### src/rtl/add4_tester_if.sv
// Adder-board bus: operand drive, sum readback, start button and LED status.
interface add4_tester_if;
    logic       start;
    logic [3:0] a_out;
    logic [3:0] b_out;
    logic [4:0] sum_in;
    logic       busy;
    logic       done;
    logic       pass;
    logic [7:0] err_count;
    logic [3:0] fail_a;
    logic [3:0] fail_b;

    modport master (
        input  start, sum_in,
        output a_out, b_out, busy, done, pass, err_count, fail_a, fail_b
    );

    modport slave (
        output start, sum_in,
        input  a_out, b_out, busy, done, pass, err_count, fail_a, fail_b
    );
endinterface

### src/rtl/add4_tester.sv
// Sweeps all 256 operand pairs into the 4-bit adder board and checks each sum.
// Optional ADD4_TESTER_STOP_ON_FAIL_EN: halt on the first mismatching pair.
module add4_tester #(
    parameter int SETTLE_CYCLES = 12
) (
    input  logic          clk,
    input  logic          rst_n,
    add4_tester_if.master bus
);
    typedef enum logic [2:0] {IDLE, DRIVE, SETTLE, SAMPLE, DONE} state_t;

    state_t     state, state_n;
    logic       start_s1, start_s2, start_d;
    logic [4:0] sum_s1, sum_s2;
    logic [7:0] idx;
    logic [7:0] cnt;
    logic       start_edge;
    logic       mismatch;
    logic       last;

    assign start_edge = start_s2 & ~start_d;
    assign mismatch   = sum_s2 != ({1'b0, bus.a_out} + {1'b0, bus.b_out});
    assign last       = idx == 8'hff;

    // Both the button and the adder result are asynchronous to clk.
    always_ff @(posedge clk or negedge rst_n) begin
        if (!rst_n) begin
            start_s1 <= 1'b0;
            start_s2 <= 1'b0;
            start_d  <= 1'b0;
            sum_s1   <= '0;
            sum_s2   <= '0;
        end else begin
            start_s1 <= bus.start;
            start_s2 <= start_s1;
            start_d  <= start_s2;
            sum_s1   <= bus.sum_in;
            sum_s2   <= sum_s1;
        end
    end

    always_ff @(posedge clk or negedge rst_n) begin
        if (!rst_n) state <= IDLE;
        else        state <= state_n;
    end

    always_comb begin
        state_n = state;
        case (state)
            IDLE, DONE: if (start_edge) state_n = DRIVE;
            DRIVE:      state_n = SETTLE;
            SETTLE:     if (cnt == 8'd0) state_n = SAMPLE;
`ifdef ADD4_TESTER_STOP_ON_FAIL_EN
            SAMPLE:     state_n = (last || mismatch) ? DONE : DRIVE;
`else
            SAMPLE:     state_n = last ? DONE : DRIVE;
`endif
            default:    state_n = IDLE;
        endcase
    end

    always_ff @(posedge clk or negedge rst_n) begin
        if (!rst_n) begin
            idx           <= '0;
            cnt           <= '0;
            bus.a_out     <= '0;
            bus.b_out     <= '0;
            bus.busy      <= 1'b0;
            bus.done      <= 1'b0;
            bus.pass      <= 1'b0;
            bus.err_count <= '0;
            bus.fail_a    <= '0;
            bus.fail_b    <= '0;
        end else begin
            case (state)
                IDLE, DONE: begin
                    if (start_edge) begin
                        idx           <= '0;
                        bus.err_count <= '0;
                        bus.fail_a    <= '0;
                        bus.fail_b    <= '0;
                        bus.done      <= 1'b0;
                        bus.pass      <= 1'b0;
                        bus.busy      <= 1'b1;
                    end
                end
                DRIVE: begin
                    bus.a_out <= idx[7:4];
                    bus.b_out <= idx[3:0];
                    cnt       <= 8'(SETTLE_CYCLES - 1);
                end
                SETTLE: begin
                    if (cnt != 8'd0) cnt <= cnt - 8'd1;
                end
                SAMPLE: begin
                    if (mismatch) begin
                        if (bus.err_count != 8'hff) bus.err_count <= bus.err_count + 8'd1;
                        // Zero count means this is the first failing pair of the sweep.
                        if (bus.err_count == 8'd0) begin
                            bus.fail_a <= bus.a_out;
                            bus.fail_b <= bus.b_out;
                        end
                    end
                    if (state_n == DONE) begin
                        bus.busy <= 1'b0;
                        bus.done <= 1'b1;
                        bus.pass <= ~mismatch & (bus.err_count == 8'd0);
                    end else begin
                        idx <= idx + 8'd1;
                    end
                end
                default: ;
            endcase
        end
    end
endmodule

### src/flat_wrapper.sv
// flat-port wrapper written by rule: the top's interface ports become plain ports
module add4_tester_flat 
#(
    parameter int SETTLE_CYCLES = 12
)
  (clk, rst_n, bus_start, bus_sum_in, bus_a_out, bus_b_out, bus_busy, bus_done, bus_pass, bus_err_count, bus_fail_a, bus_fail_b);
  add4_tester_if bus_i ();
  input  logic clk;
  input  logic rst_n;
  input wire logic [$bits(bus_i.start)-1:0] bus_start;
  input wire logic [$bits(bus_i.sum_in)-1:0] bus_sum_in;
  output wire logic [$bits(bus_i.a_out)-1:0] bus_a_out;
  output wire logic [$bits(bus_i.b_out)-1:0] bus_b_out;
  output wire logic [$bits(bus_i.busy)-1:0] bus_busy;
  output wire logic [$bits(bus_i.done)-1:0] bus_done;
  output wire logic [$bits(bus_i.pass)-1:0] bus_pass;
  output wire logic [$bits(bus_i.err_count)-1:0] bus_err_count;
  output wire logic [$bits(bus_i.fail_a)-1:0] bus_fail_a;
  output wire logic [$bits(bus_i.fail_b)-1:0] bus_fail_b;
  assign bus_i.start = bus_start;
  assign bus_i.sum_in = bus_sum_in;
  assign bus_a_out = bus_i.a_out;
  assign bus_b_out = bus_i.b_out;
  assign bus_busy = bus_i.busy;
  assign bus_done = bus_i.done;
  assign bus_pass = bus_i.pass;
  assign bus_err_count = bus_i.err_count;
  assign bus_fail_a = bus_i.fail_a;
  assign bus_fail_b = bus_i.fail_b;
  add4_tester #(.SETTLE_CYCLES(SETTLE_CYCLES)) u_core (.clk(clk), .rst_n(rst_n), .bus(bus_i));
endmodule
### config.mk
export PLATFORM = sky130hd
export DESIGN_NAME = add4_tester_flat
export DESIGN_NICKNAME = d
export VERILOG_FILES = /design/src/rtl/add4_tester_if.sv /design/src/rtl/add4_tester.sv /design/src/flat_wrapper.sv
export SDC_FILE = /design/constraint.sdc
export NUM_CORES = 1
export LEC_CHECK = 0
export BUFFER_PORTS_ARGS = -buffer_cell sky130_fd_sc_hd__buf_2
export CORE_ASPECT_RATIO = 2
export CORE_MARGIN = 3
export CORE_UTILIZATION = 50
export DETAILED_ROUTE_END_ITERATION = 10
export PLACE_DENSITY = 0.82
export SLEW_MARGIN = 20
export SYNTH_ARGS = -nofsm -noshare
export SYNTH_HDL_FRONTEND = slang
export SYNTH_SLANG_ARGS = --single-unit
### constraint.sdc
create_clock -name clk -period 2.42 [get_ports clk]
set_input_delay 0.363 -clock clk [delete_from_list [all_inputs] [get_ports clk]]
set_output_delay 0.363 -clock clk [all_outputs]
set_load 0.1 [all_outputs]
# Word-level counts from Yosys, hierarchy flattened
# Index checks and enable logic that the tools add are counted.
[totals]
wordCells = 78
input_bits = 8
reg_bits = 59
[classes]
bitwise = 4
mux = 27
addsub = 4
n_eq_ne = 15
n_reduce_logical = 12
[op_table]
columns = ["cell", "n"]
rows = [
  ["case mux 8 bit (2 select lines)", 3],
  ["2-to-1 mux 8 bit", 5],
  ["2-to-1 mux 4 bit", 5],
  ["adder 8 x 1 -> 8 bit, second input constant", 2],
  ["zero test 8 bit", 2],
  ["case mux 4 bit (2 select lines)", 2],
  ["!= test 2 x 1 -> 1 bit, second input constant", 6],
  ["case mux 3 bit (4 select lines)", 1],
  ["2-to-1 mux 3 bit", 3],
  ["equality test 8 bit, second input constant", 1],
  ["!= test 8 bit, second input constant", 1],
  ["AND reduction 4 bit", 2],
  ["nonzero test 8 bit", 1],
  ["subtractor 8 x 1 -> 8 bit, second input constant", 1],
  ["equality test 3 x 2 -> 1 bit, second input constant", 2],
  ["equality test 3 bit, second input constant", 2],
  ["case mux 1 bit (2 select lines)", 3],
  ["AND reduction 3 bit", 2],
  ["adder 4 x 4 -> 5 bit", 1],
  ["2-to-1 mux 1 bit", 5],
  ["!= test 5 bit", 1],
  ["nonzero test 2 bit", 2],
  ["equality test 3 x 1 -> 1 bit, second input constant", 1],
  ["zero test 3 bit", 1],
  ["other kinds (5)", 7],
]

# Depth between registers and ports, before layout
[depth]
depth_word = 7
mapped_depth = 8
depth_no_buf = 7

# Least setup slack after synthesis
# No wires, ideal clock.
[synth_path]
path_kind = "reg-to-reg"
startpoint = "reg u_core.bus.a_out[0]"
endpoint = "reg u_core.bus.err_count[0]"
setup_time_ns = 0.127
path_slack_ns = -0.503
n_path_buf = 1
arrival_time_ns = 2.796
period_less_slack_ns = 2.923
t_required_ns = 2.293
stages_incl_launch_ff = 9
path_cell_list = "dfrtp_1 -> ha_1 -> fa_1 -> xor2_1 -> nor4_2 -> and3_1 -> buf_6 -> a21oi_2 -> mux2_4"
[synth_via]
elab_chain_len = 4
[synth_lines]
columns = ["element", "line", "text"]
rows = [
  ["start, declared", "add4_tester_if.sv:16", "output a_out, b_out, busy, done, pass, err_count, fail_a, fail_b"],
  ["start signal, assigned", "add4_tester.sv:88", "bus.a_out <= idx[7:4];"],
  ["adder 4 x 4 -> 5 bit", "add4_tester.sv:22", "assign mismatch = sum_s2 != ({1'b0, bus.a_out} + {1'b0, bus.b_out});"],
  ["!= test 5 bit", "add4_tester.sv:22", ""],
  ["!= test 2 x 1 -> 1 bit (no source line)", "n/a", ""],
  ["AND reduction 4 bit (no source line)", "n/a", ""],
  ["end signal, assigned", "add4_tester.sv:97", "if (bus.err_count != 8'hff) bus.err_count <= bus.err_count + 8'd1;"],
  ["end, declared", "add4_tester_if.sv:16", ""],
]
# No other way between the ends.
# A chain may end at the register's enable or synchronous reset.

# Worst setup path after layout
[layout_path]
startpoint = "reg u_core.bus.a_out[2]"
endpoint = "reg u_core.bus.err_count[0]"
# Same word-level chain as after synthesis.

==> impl_summary.txt <==
----------------------------------------------------
[Run status]
  Status ... completed

[Worst setup path]
  Critical path launch point type ... register
  Top fanout value on the critical path ... 4
  Type of the worst setup path ... reg -> reg
  Slowest cell on the critical path ... sky130_fd_sc_hd__dfrtp_4
  Max incr delay on CP ... 0.51 ns
  Worst reg2reg startpoint ... u_core.bus.a_out[2]
  Critical Path End Type ... register
  CP delay by family, top ... simple AND/OR/NAND/NOR gates
  Reg-to-reg critical path endpoint ... u_core.bus.err_count[0]
  Number of buffers and inverters on the critical path ... 0
  R2r worst-path depth ... 6
  Worst Path Required ... 2.65 ns
  Worst Path Arrival ... 2.63 ns
  R2R setup slack ... 0.02 ns
  Cell chain of the critical path ... ha_4, xor3_2, nor4_4, and3_4, a21oi_4, mux2_4

[Routing]
  Vias after detailed routing ... 2,169
  Vias per cell ... 5.63
  Routed wire per std cell ... 15.7 microns
  Sum of routed wire length over all layers ... 6060 microns
  Residual DRC count ... 0
  1st-pass router iterations ... 4
  Antenna-violating nets left ... 0
  DR iter-0 viols ... 117

[Clocking]
  Total clock buffers created by CTS ... 9
  CTS tree ... built
  Root buffer cell ... sky130_fd_sc_hd__clkbuf_8
  Clk sink count ... 59
  Clock insertion delay at the later pin of the skew report ... 0.35 ns
  H-tree levels ... 3
  Reg clk slew, reported paths ... 0.07 ns
  Maximum buffer depth of the clock tree ... 2

[Power and ir drop]
  Fraction of power consumed by combinational cells ... 0.327
  Clock share of power ... 0.279
  Int Pwr ... 0.00203 W
  Peak ir drop on the vdd network ... 0.778 mV
  Net Sw Power ... 0.00119 W
  Flop pwr share ... 0.394
  Power density over the cells ... 922 mW/mm^2
  Leakage power summed over all cells ... 1.63 nW
  Fraction of power spent switching nets ... 0.370

[Timing]
  Period Utilization, post-route ... 0.991
  Actual transition at the worst max-transition pin ... 0.751 ns
  Highest achievable clock rate ... 417 MHz
  Setup-violating endpoint count in the final report ... 0
  Final period demand of the worst path ... 2.40 ns
  Relative max-transition margin ... 0.499
  Worst Clk Skew ... 0.0161 ns
  Hold violation total from the final report ... 0
  Worst Slack Setup Final ... 0.0210 ns
  Setup repair after global routing missed its margin ... yes
  Pins Over Slew Limit ... 0

[Placed design]
  Weighted congestion reported at the end of routability-driven placement ... 0.897
  Number of buffer cells added on primary ports ... 34
  Placed wire-length estimate after detailed placement ... 4540 microns
  Setup WS pre-CTS ... -0.0973 ns

[Global route]
  Total gr overflow ... 0
  Via count of the first global-routing pass ... 2,280
  Total routing usage reported by global routing ... 0.202
  Maximum number of pins on one net before global-route repair ... 36
  Wire length of the first global-routing pass ... 10,200 microns
  Number of antenna violations at the first check in global routing ... 0

[Synthesis]
  Synth async-reset ratio ... 1.00
  Synth Area per Inst ... 10.7 sq um
  Synth Instances ... 269
  Yosys warnings ... 0
  Number of nets produced by synthesis ... 286
  Number of enable-type register cells in the synthesized netlist ... 0
  Count of state elements after synthesis ... 59
  Portion of the post-synthesis area used by sequential elements ... 0.513
  Post-synthesis instance area ... 0.00288 sq mm
  Primary flip-flop cell chosen by synthesis mapping ... sky130_fd_sc_hd__dfrtp_1
  Number of distinct standard cells referenced by the synthesized netlist ... 53

[Final layout]
  Layout overhead on the synthesized area ... 21.4%
  Commonest non-fill, non-tap cell in the layout ... sky130_fd_sc_hd__dfrtp_1
  Leading cell types in the layout, fill and taps excluded ... 51 x sky130_fd_sc_hd__dfrtp_1, 34 x sky130_fd_sc_hd__buf_2, 26 x sky130_fd_sc_hd__nor2_1
  Core Util, Final ... 0.633
  Fraction of final layout cells with drive strength greater than 1 ... 0.305
  Final net count ... 337
  Count of inserted antenna diode cells ... 0

[Floorplan]
  Initial core utilization ... 0.522
  Die Y-Extent ... 113 microns
  Die Area ... 0.00675 sq mm
  IO Pins ... 35
  Core outline area ... 0.00552 sq mm
  X dimension of the die ... 59.6 microns
  Number of placement rows ... 38

[Run]
  Max-cap violation count ... 0

[Hold path]
  Worst hold path class ... in -> async

----------------------------------------------------
==> power groups by stage <==
stage | clock, W | sequential (W) | combinational [W]
2_1_floorplan | 0 | 0.00144 | 0.000608
3_3_place_gp | 0 | 0.00128 | 0.000991
3_5_place_dp | 0 | 0.00129 | 0.00102
4_1_cts | 0.000914 | 0.00127 | 0.00104
5_1_grt | 0.000951 | 0.00129 | 0.00114
6_report | 0.000898 | 0.00127 | 0.00105
==> synth_stat cells (2+ instances only) <==
library cell,number,share of area
sky130_fd_sc_hd__a211oi_1,4,0.010
sky130_fd_sc_hd__a21o_1,3,0.0078
sky130_fd_sc_hd__a21oi_1,5,0.0087
sky130_fd_sc_hd__a21oi_2,2,0.0061
sky130_fd_sc_hd__a31oi_1,4,0.0087
sky130_fd_sc_hd__and3_1,2,0.0043
sky130_fd_sc_hd__buf_2,4,0.0070
sky130_fd_sc_hd__buf_4,2,0.0052
sky130_fd_sc_hd__clkbuf_1,3,0.0039
sky130_fd_sc_hd__dfrtp_1,59,0.51
sky130_fd_sc_hd__ha_1,8,0.035
sky130_fd_sc_hd__inv_1,13,0.017
sky130_fd_sc_hd__mux2_2,8,0.031
sky130_fd_sc_hd__mux2i_1,11,0.038
sky130_fd_sc_hd__nand2_1,25,0.033
sky130_fd_sc_hd__nand2b_1,5,0.011
sky130_fd_sc_hd__nand3_1,8,0.014
sky130_fd_sc_hd__nand4_1,2,0.0043
sky130_fd_sc_hd__nor2_1,26,0.034
sky130_fd_sc_hd__nor3_1,10,0.017
sky130_fd_sc_hd__nor3b_1,2,0.0052
sky130_fd_sc_hd__o211ai_1,2,0.0052
sky130_fd_sc_hd__o21a_1,2,0.0052
sky130_fd_sc_hd__o21ai_0,18,0.031
sky130_fd_sc_hd__o31ai_1,3,0.0078
sky130_fd_sc_hd__or3_1,2,0.0043
sky130_fd_sc_hd__xnor2_1,2,0.0061
sky130_fd_sc_hd__xor2_1,9,0.027
==> final cells by class <==
cell class                      count  area, sq um
Inverter                           13         48.8
Tap cell                           60         75.1
Multi-Input combinational cell    187         1370
Fill cell                         428         2020
Clock inverter                      2         35.0
Sequential cell                    59         1500
Clock buffer                       14          163
Timing Repair Buffer               50          307
==> stage by stage <==
step,area [sq um],setup TNS [ns],std cells,hold WS [ns],power [W]
finish,3490,0,385,0.0765,0.00322
global route,3490,-0.186,385,0.109,0.00338
CTS,3470,0,384,0.0949,0.00322
detailed placement,3250,-0.881,368,0.338,0.00231
global placement,3250,-0.000344,368,0.332,0.00227
floorplan,2930,-0.198,269,0.0674,0.00205
==> metal layers <==
layer	track usage	up-vias	routed length (microns)
met4	0.154	0	212
li1	-	1041	-
met3	0.0422	20	234
met2	0.341	53	3460
met5	0	-	0
met1	0.206	1055	2150
==> registers in the layout (all words and copies together) (netlist names), 3 cells and up <==
signal and cells:
u_core.bus.err_count 8, u_core.bus.fail_b 4, u_core.idx 8, u_core.cnt 8, u_core.sum_s2 5, u_core.state 3, u_core.bus.b_out 4, u_core.sum_s1 5
u_core.bus.fail_a 4, u_core.bus.a_out 4
==> worst max-delay path by stage <==
stage	slack, ns	from	depth (start not counted)	endpoint
4_1_cts	0.02	u_core.bus.b_out[0]	8	u_core.bus.err_count[7]
2_1_floorplan	-0.07	u_core.bus.a_out[0]	8	u_core.bus.err_count[0]
6_report	0.02	u_core.bus.a_out[2]	6	u_core.bus.err_count[0]
3_5_place_dp	-0.1	u_core.bus.a_out[2]	7	u_core.bus.err_count[6]
5_1_grt	-0.04	u_core.bus.b_out[0]	7	u_core.bus.err_count[0]
3_3_place_gp	-0.0003	u_core.bus.a_out[0]	8	u_core.bus.err_count[7]
==> timing repair <==
item                                    CTS  global route
endpoints found under the setup margin   15            10
resized for setup                         4             6
pin swaps                                 0             8
hold buffers                              0             0
buffers inserted                          0             2
==> kinds of logic after synthesis <==
| group | share of synthesized area |
|---|---|
| compound gates | 0.121 |
| xor+xnor | 0.0474 |
| fa+ha+maj | 0.0418 |
| buf+inv | 0.0370 |
| flops | 0.513 |
| mux | 0.0748 |
| simple gates | 0.165 |
==> worst register-to-register path, delay by kind of cell, from the launching register on <==
kind                     cells  cell delay, ns
XOR/XNOR                     1            0.46
AO/OA/AOI/OAI                1            0.07
multiplexers                 1            0.31
flip-flops                   1            0.51
adder cells (fa/ha/maj)      1            0.30
AND/OR/NAND/NOR              2            0.63
No activity file was read; power rests on OpenSTA's default activity.
